## config.mk

```make
export PLATFORM = sky130hd
export DESIGN_NAME = dmem_ctrl
export DESIGN_NICKNAME = d
export VERILOG_FILES = /design/src/rtl/dmem_pkg.sv /design/src/rtl/dmem_array.sv /design/src/rtl/dmem_ctrl.sv
export SDC_FILE = /design/constraint.sdc
export NUM_CORES = 2
export LEC_CHECK = 0
export CELL_PAD_IN_SITES_DETAIL_PLACEMENT = 1
export CELL_PAD_IN_SITES_GLOBAL_PLACEMENT = 1
export CORE_MARGIN = 2
export CORE_UTILIZATION = 30
export CTS_CLUSTER_DIAMETER = 120
export CTS_CLUSTER_SIZE = 10
export DETAILED_ROUTE_END_ITERATION = 16
export GPL_TIMING_DRIVEN = 0
export PLACE_DENSITY = 0.51
export SYNTH_ARGS = -nofsm -noshare
export SYNTH_HDL_FRONTEND = slang
export SYNTH_SLANG_ARGS = --single-unit
```

## constraint.sdc

```tcl
create_clock -name clock -period 5.5 [get_ports clock]
set_input_delay 1.375 -clock clock [delete_from_list [all_inputs] [get_ports clock]]
set_output_delay 1.375 -clock clock [all_outputs]
set_load 0.01 [all_outputs]
```

## src/rtl/dmem_pkg.sv

```systemverilog
// dmem_pkg: shared state type and width helpers for the data memory controller
package dmem_pkg;
  typedef enum logic {ST_CLEAR, ST_IDLE} state_t;
  function automatic int be_w(input int dw);
    return dw / 8;
  endfunction
  function automatic int off_w(input int dw);
    return $clog2(dw / 8);
  endfunction
  function automatic int idx_w(input int depth);
    return $clog2(depth);
  endfunction
endpackage

```

## src/rtl/dmem_array.sv

```systemverilog
// dmem_array: word storage with one byte-enabled write port and one registered read port
//  clock  in   posedge clock
//  we     in   write enable, be selects bytes of wdata written to word widx
//  ridx   in   read index, rdata valid the cycle after
//  tap    out  DMEM_TAP_EN only: low nibbles of words 7..0, combinational
module dmem_array #(
  parameter int DW = 32,
  parameter int DEPTH = 128,
  parameter int BE_W = DW / 8,
  parameter int IDX_W = $clog2(DEPTH)
) (
  input  logic             clock,
  input  logic             we,
  input  logic [BE_W-1:0]  be,
  input  logic [IDX_W-1:0] widx,
  input  logic [DW-1:0]    wdata,
  input  logic [IDX_W-1:0] ridx,
  output logic [DW-1:0]    rdata
`ifdef DMEM_TAP_EN
  ,
  output logic [31:0]      tap
`endif
);
  logic [DW-1:0] mem [DEPTH];
  always_ff @(posedge clock) begin
    if (we)
      for (int b = 0; b < BE_W; b++)
        if (be[b]) mem[widx][8*b +: 8] <= wdata[8*b +: 8];
    rdata <= mem[ridx];
  end
`ifdef DMEM_TAP_EN
  for (genvar i = 0; i < 8; i++) begin : g_tap
    assign tap[4*i +: 4] = mem[i][3:0];
  end
`endif
endmodule

```

## src/rtl/dmem_ctrl.sv

```systemverilog
// dmem_ctrl: data memory with valid/ready requests, byte-enable writes and a hardware clear sweep
//  clock, reset      posedge clock, asynchronous active-low reset
//  clr               start a clear sweep (sampled in IDLE and CLEAR)
//  req_*             request port, accepted on req_valid && req_ready
//  rsp_valid         one-cycle response pulse, rsp_rdata / rsp_err valid with it, 0 otherwise
//  busy              clear sweep in progress
//  tap               present only when DMEM_TAP_EN is defined
module dmem_ctrl import dmem_pkg::*; #(
  parameter int DW = 32,
  parameter int DEPTH = 128,
  parameter int AW = 32
) (
  input  logic            clock,
  input  logic            reset,
  input  logic            clr,
  input  logic            req_valid,
  output logic            req_ready,
  input  logic            req_we,
  input  logic [DW/8-1:0] req_be,
  input  logic [AW-1:0]   req_addr,
  input  logic [DW-1:0]   req_wdata,
  output logic            rsp_valid,
  output logic [DW-1:0]   rsp_rdata,
  output logic            rsp_err,
  output logic            busy
`ifdef DMEM_TAP_EN
  ,
  output logic [31:0]     tap
`endif
);
  localparam int BE_W = be_w(DW);
  localparam int OFF_W = off_w(DW);
  localparam int IDX_W = idx_w(DEPTH);
  state_t state;
  logic [IDX_W-1:0] ptr;
  logic [AW-1:0] word;
  logic err, acc, rd_ok, we;
  logic [BE_W-1:0] be;
  logic [IDX_W-1:0] widx;
  logic [DW-1:0] wdata, rdata;
  assign word = req_addr >> OFF_W;
  assign err = (word >= AW'(DEPTH)) || ((req_addr & AW'(BE_W - 1)) != '0);
  assign busy = state == ST_CLEAR;
  assign req_ready = state == ST_IDLE && !clr;
  assign acc = req_valid && req_ready;
  // the sweep owns the write port while busy; requests cannot be accepted then
  assign we = busy || (acc && req_we && !err);
  assign be = busy ? '1 : req_be;
  assign widx = busy ? ptr : word[IDX_W-1:0];
  assign wdata = busy ? '0 : req_wdata;
  assign rsp_rdata = rd_ok ? rdata : '0;
  always_ff @(posedge clock or negedge reset) begin
    if (!reset) begin
      state <= ST_CLEAR;
      ptr <= '0;
      rsp_valid <= 1'b0;
      rsp_err <= 1'b0;
      rd_ok <= 1'b0;
    end else begin
      rsp_valid <= acc;
      rsp_err <= acc && err;
      rd_ok <= acc && !req_we && !err;
      if (clr) begin
        state <= ST_CLEAR;
        ptr <= '0;
      end else if (state == ST_CLEAR) begin
        ptr <= ptr + 1'b1;
        if (ptr == IDX_W'(DEPTH - 1)) state <= ST_IDLE;
      end
    end
  end
  dmem_array #(.DW(DW), .DEPTH(DEPTH), .BE_W(BE_W), .IDX_W(IDX_W)) u_array (
    .clock(clock),
    .we(we),
    .be(be),
    .widx(widx),
    .wdata(wdata),
    .ridx(word[IDX_W-1:0]),
    .rdata(rdata)
`ifdef DMEM_TAP_EN
    ,
    .tap(tap)
`endif
  );
endmodule
```

==> flow_summary.json <==
{
  "postSynthNetCount": 6776,
  "clock-sinks": 4139,
  "top_level_ports": 109,
  "worst_setup_hold_path_clk_slew_ps": 60,
  "clk_path_buf_depth": 4,
  "fmaxAchievable_mhz": 178,
  "worst_ep_arrival_time_ps": 6260,
  "core_area_um2": 529000,
  "total_power_mw": 64.7,
  "skew_ps": 69.8,
  "gr-total-overflow": 0,
  "postSynthCellCount": 6702,
  "cp-end-kind": "register",
  "post-place-cells": 13900,
  "area_of_the_die_um2": 537000,
  "final_cell_mix": "edfxtp_1 (4096), mux4_2 (1344), clkbuf_16 (456)",
  "drt_first_iter_violations": 9859,
  "placement_stage_cell_area_um2": 171000,
  "cts_htree_levels": 5,
  "timing.critical_path.fanout_max": 11,
  "gp_congestion": 0.860,
  "grt_start_max_net_pins": 91,
  "detailroute.via_count": 76200,
  "post_cts_buffers": 0,
  "synth.lib_cells_used.distinct": 36,
  "drive_above_1_share_pct": 31.7,
  "globalRouteMet2Util_pct": 29.7,
  "timing.critical_path.required_ps": 6140,
  "finalHoldViolCount": 0,
  "finish.net_count": 7404,
  "detail_route.wl_per_cell_um": 35.3,
  "layout_worst_path_cycle_share_pct": 102,
  "ys_seq_elements": 4139,
  "route.detailed.drc": 0,
  "mappedNetlistArea_um2": 159000,
  "violations_in_the_final_reports": "negative setup slack",
  "final_cell_area_um2": 185000,
  "critPathKind": "primary input to register",
  "met3_usage_pct": 3.37,
  "clock_latency_ps": 1030,
  "setup_total_negative_slack_ps": -9190,
  "final_antenna_net_count": 0,
  "die_height_um": 733,
  "floorplan.rows": 267,
  "layout.cells.non_filler": 14500,
  "startpoint_type": "primary input",
  "final-max-slew-violation-count": 0,
  "syn_to_final_growth_pct": 15.7,
  "outcome": "finished with violations",
  "globalRoute.busiestLayer": "met2",
  "grt_pass1_vias": 78500,
  "via_per_inst": 5.24,
  "detailedPlacementHpwl_mm": 371,
  "rsz0062_at_grt": "true",
  "final_common_cell": "edfxtp_1",
  "cts_made_buffers": 452,
  "final.fill_count": 51100,
  "fin_ws_ps": -114,
  "synth.yosys.seq_area_share_pct": 77.7,
  "antenna_found_initial": 83,
  "p_per_area_nw_per_um2": 350,
  "synth-edff-count": 4096,
  "measured_slew_at_the_worst_slew_check_pin_ps": 1490,
  "ys_warn_count": 0,
  "cellLeakagePower_nw": 60.6,
  "initial_core_util_pct": 30.1,
  "irDropWorstVdd_mv": 0.275,
  "use_met1_pct": 27.1,
  "grt_first_pass_wirelength_mm": 694,
  "period_needed_ps": 5610,
  "timing.hold.worst.class": "register to register",
  "maxCapViolCount": 0,
  "postSynthAreaPerCell_um2": 23.8,
  "drt_total_wl_mm": 514,
  "headroom_to_the_max_slew_limit_pct": 0.356,
  "cts_tree": "yes",
  "setup_viol": 191,
  "ys.flop_type": "edfxtp_1",
  "placement.io_buffers": 102,
  "pre_cts_slack_ps": -2190,
  "gr-usage-all-layers_pct": 18.8,
  "clk_root_buffer_cell": "clkbuf_16",
  "synthArstFlopShare_pct": 0.266,
  "floorplan.die.width_um": 733,
  "dr.pass1.iters": 6
}
[stage by stage]
step / hold slack [ps] / util (%)
2_1_floorplan: 544 / -
3_3_place_gp: 610 / 32.0
3_5_place_dp: 612 / 32.4
4_1_cts: 623 / 34.8
5_1_grt: 679 / 34.9
6_report: 631 / 34.9
[Yosys cell counts (2+ instances only)]
| cell type | instances | area (um^2) |
|---|---|---|
| dfxtp_1 | 32 | 641 |
| and2_1 | 64 | 400 |
| buf_2 | 103 | 515 |
| buf_1 | 22 | 82.6 |
| edfxtp_1 | 4096 | 123000 |
| nor3_1 | 5 | 25.0 |
| mux4_2 | 1344 | 30300 |
| a2bb2oi_1 | 2 | 17.5 |
| a21oi_1 | 8 | 40.0 |
| nor2_1 | 553 | 2080 |
| mux2_2 | 32 | 360 |
| xor2_1 | 3 | 26.3 |
| o32a_1 | 2 | 20.0 |
| buf_6 | 5 | 56.3 |
| dfrtp_1 | 11 | 275 |
| a32oi_1 | 2 | 17.5 |
| a22oi_1 | 2 | 15.0 |
| clkbuf_1 | 248 | 931 |
| nor4_1 | 7 | 43.8 |
| xnor2_1 | 2 | 17.5 |
| nand3_1 | 5 | 25.0 |
| nor2b_1 | 5 | 31.3 |
| nand2b_1 | 3 | 18.8 |
| nand2_1 | 131 | 492 |
| inv_1 | 4 | 15.0 |
[worst paths after layout]
kind	slack, ps	from	depth (start not counted)	endpoint
max reg2reg	610	state$_DFF_PN0_	5	u_array.mem[88][17]$_DFFE_PP_
min reg2reg	630	ptr[2]$_DFFE_PN0N_	2	ptr[2]$_DFFE_PN0N_
min	630	ptr[2]$_DFFE_PN0N_	2	ptr[2]$_DFFE_PN0N_
max	-110	req_addr[2]	10	u_array.mem[55][6]$_DFFE_PP_
max in group asynchronous	4220	reset	1	ptr[2]$_DFFE_PN0N_
min in group asynchronous	810	reset	1	rsp_valid$_DFF_PN0_
[state kept, by name, summed over array words and instances, names as in the netlist]
| name | count |
|---|---|
| u_array.rdata | 32 |
| rsp_valid | 1 |
| state | 1 |
| ptr | 7 |
| u_array.mem | 4096 |
| rd_ok | 1 |
| rsp_err | 1 |
[worst max-delay path: stages]
cell and delay [ps]:
buf_2 370, clkbuf_2 700, buf_2 510, and3_1 220
a31oi_1 70, nor2_2 630, buf_16 240, clkbuf_2 660
nand2_1 550, nor2_1 820
[kinds of logic (layout without fill, tap and decap cells)]
family	count (synthesis)	after routing	synth area share (%)
and+or+nand+nor	776	776	1.96
muxes	1377	1377	19.2
other	0	56	0
DFF	4139	4139	77.7
AOI/OAI and AO/OA	20	20	0.0855
buffers and inverters	384	1174	1.01
xor gates and xnor gates	5	5	0.0275
adders and majority gates	1	1	0.00784
[final cells by class]
class / instances / area, um^2 / share of cell area [%]
diodes: 56 / 140 / 0.0759
plain buffers: 377 / 1650 / 0.893
clock buffers: 589 / 11900 / 6.45
clock inverters: 27 / 587 / 0.318
inverters: 6 / 22.5 / 0.0122
multi-input cells: 2179 / 34800 / 18.8
flip-flops and latches: 4139 / 124000 / 67.1
well taps: 6994 / 8750 / 4.74
repair buffers: 175 / 2850 / 1.54
[power breakdown]
part | switching [mW] | internal (mW)
logic | 1.90 | 1.23
registers | 0.0399 | 34.3
clock network | 12.2 | 15.1
[layer usage]
layer	share of wire, %	wire length [um]
met5	0.011	57
met4	2.5	12800
met3	7.3	37500
met2	47	240000
met1	44	224000
[timing repair]
item                        CTS  global route
resized for setup            96           164
hold buffers                  0             0
setup endpoints to repair  2754          1204
(Power assumes the default switching activity.)
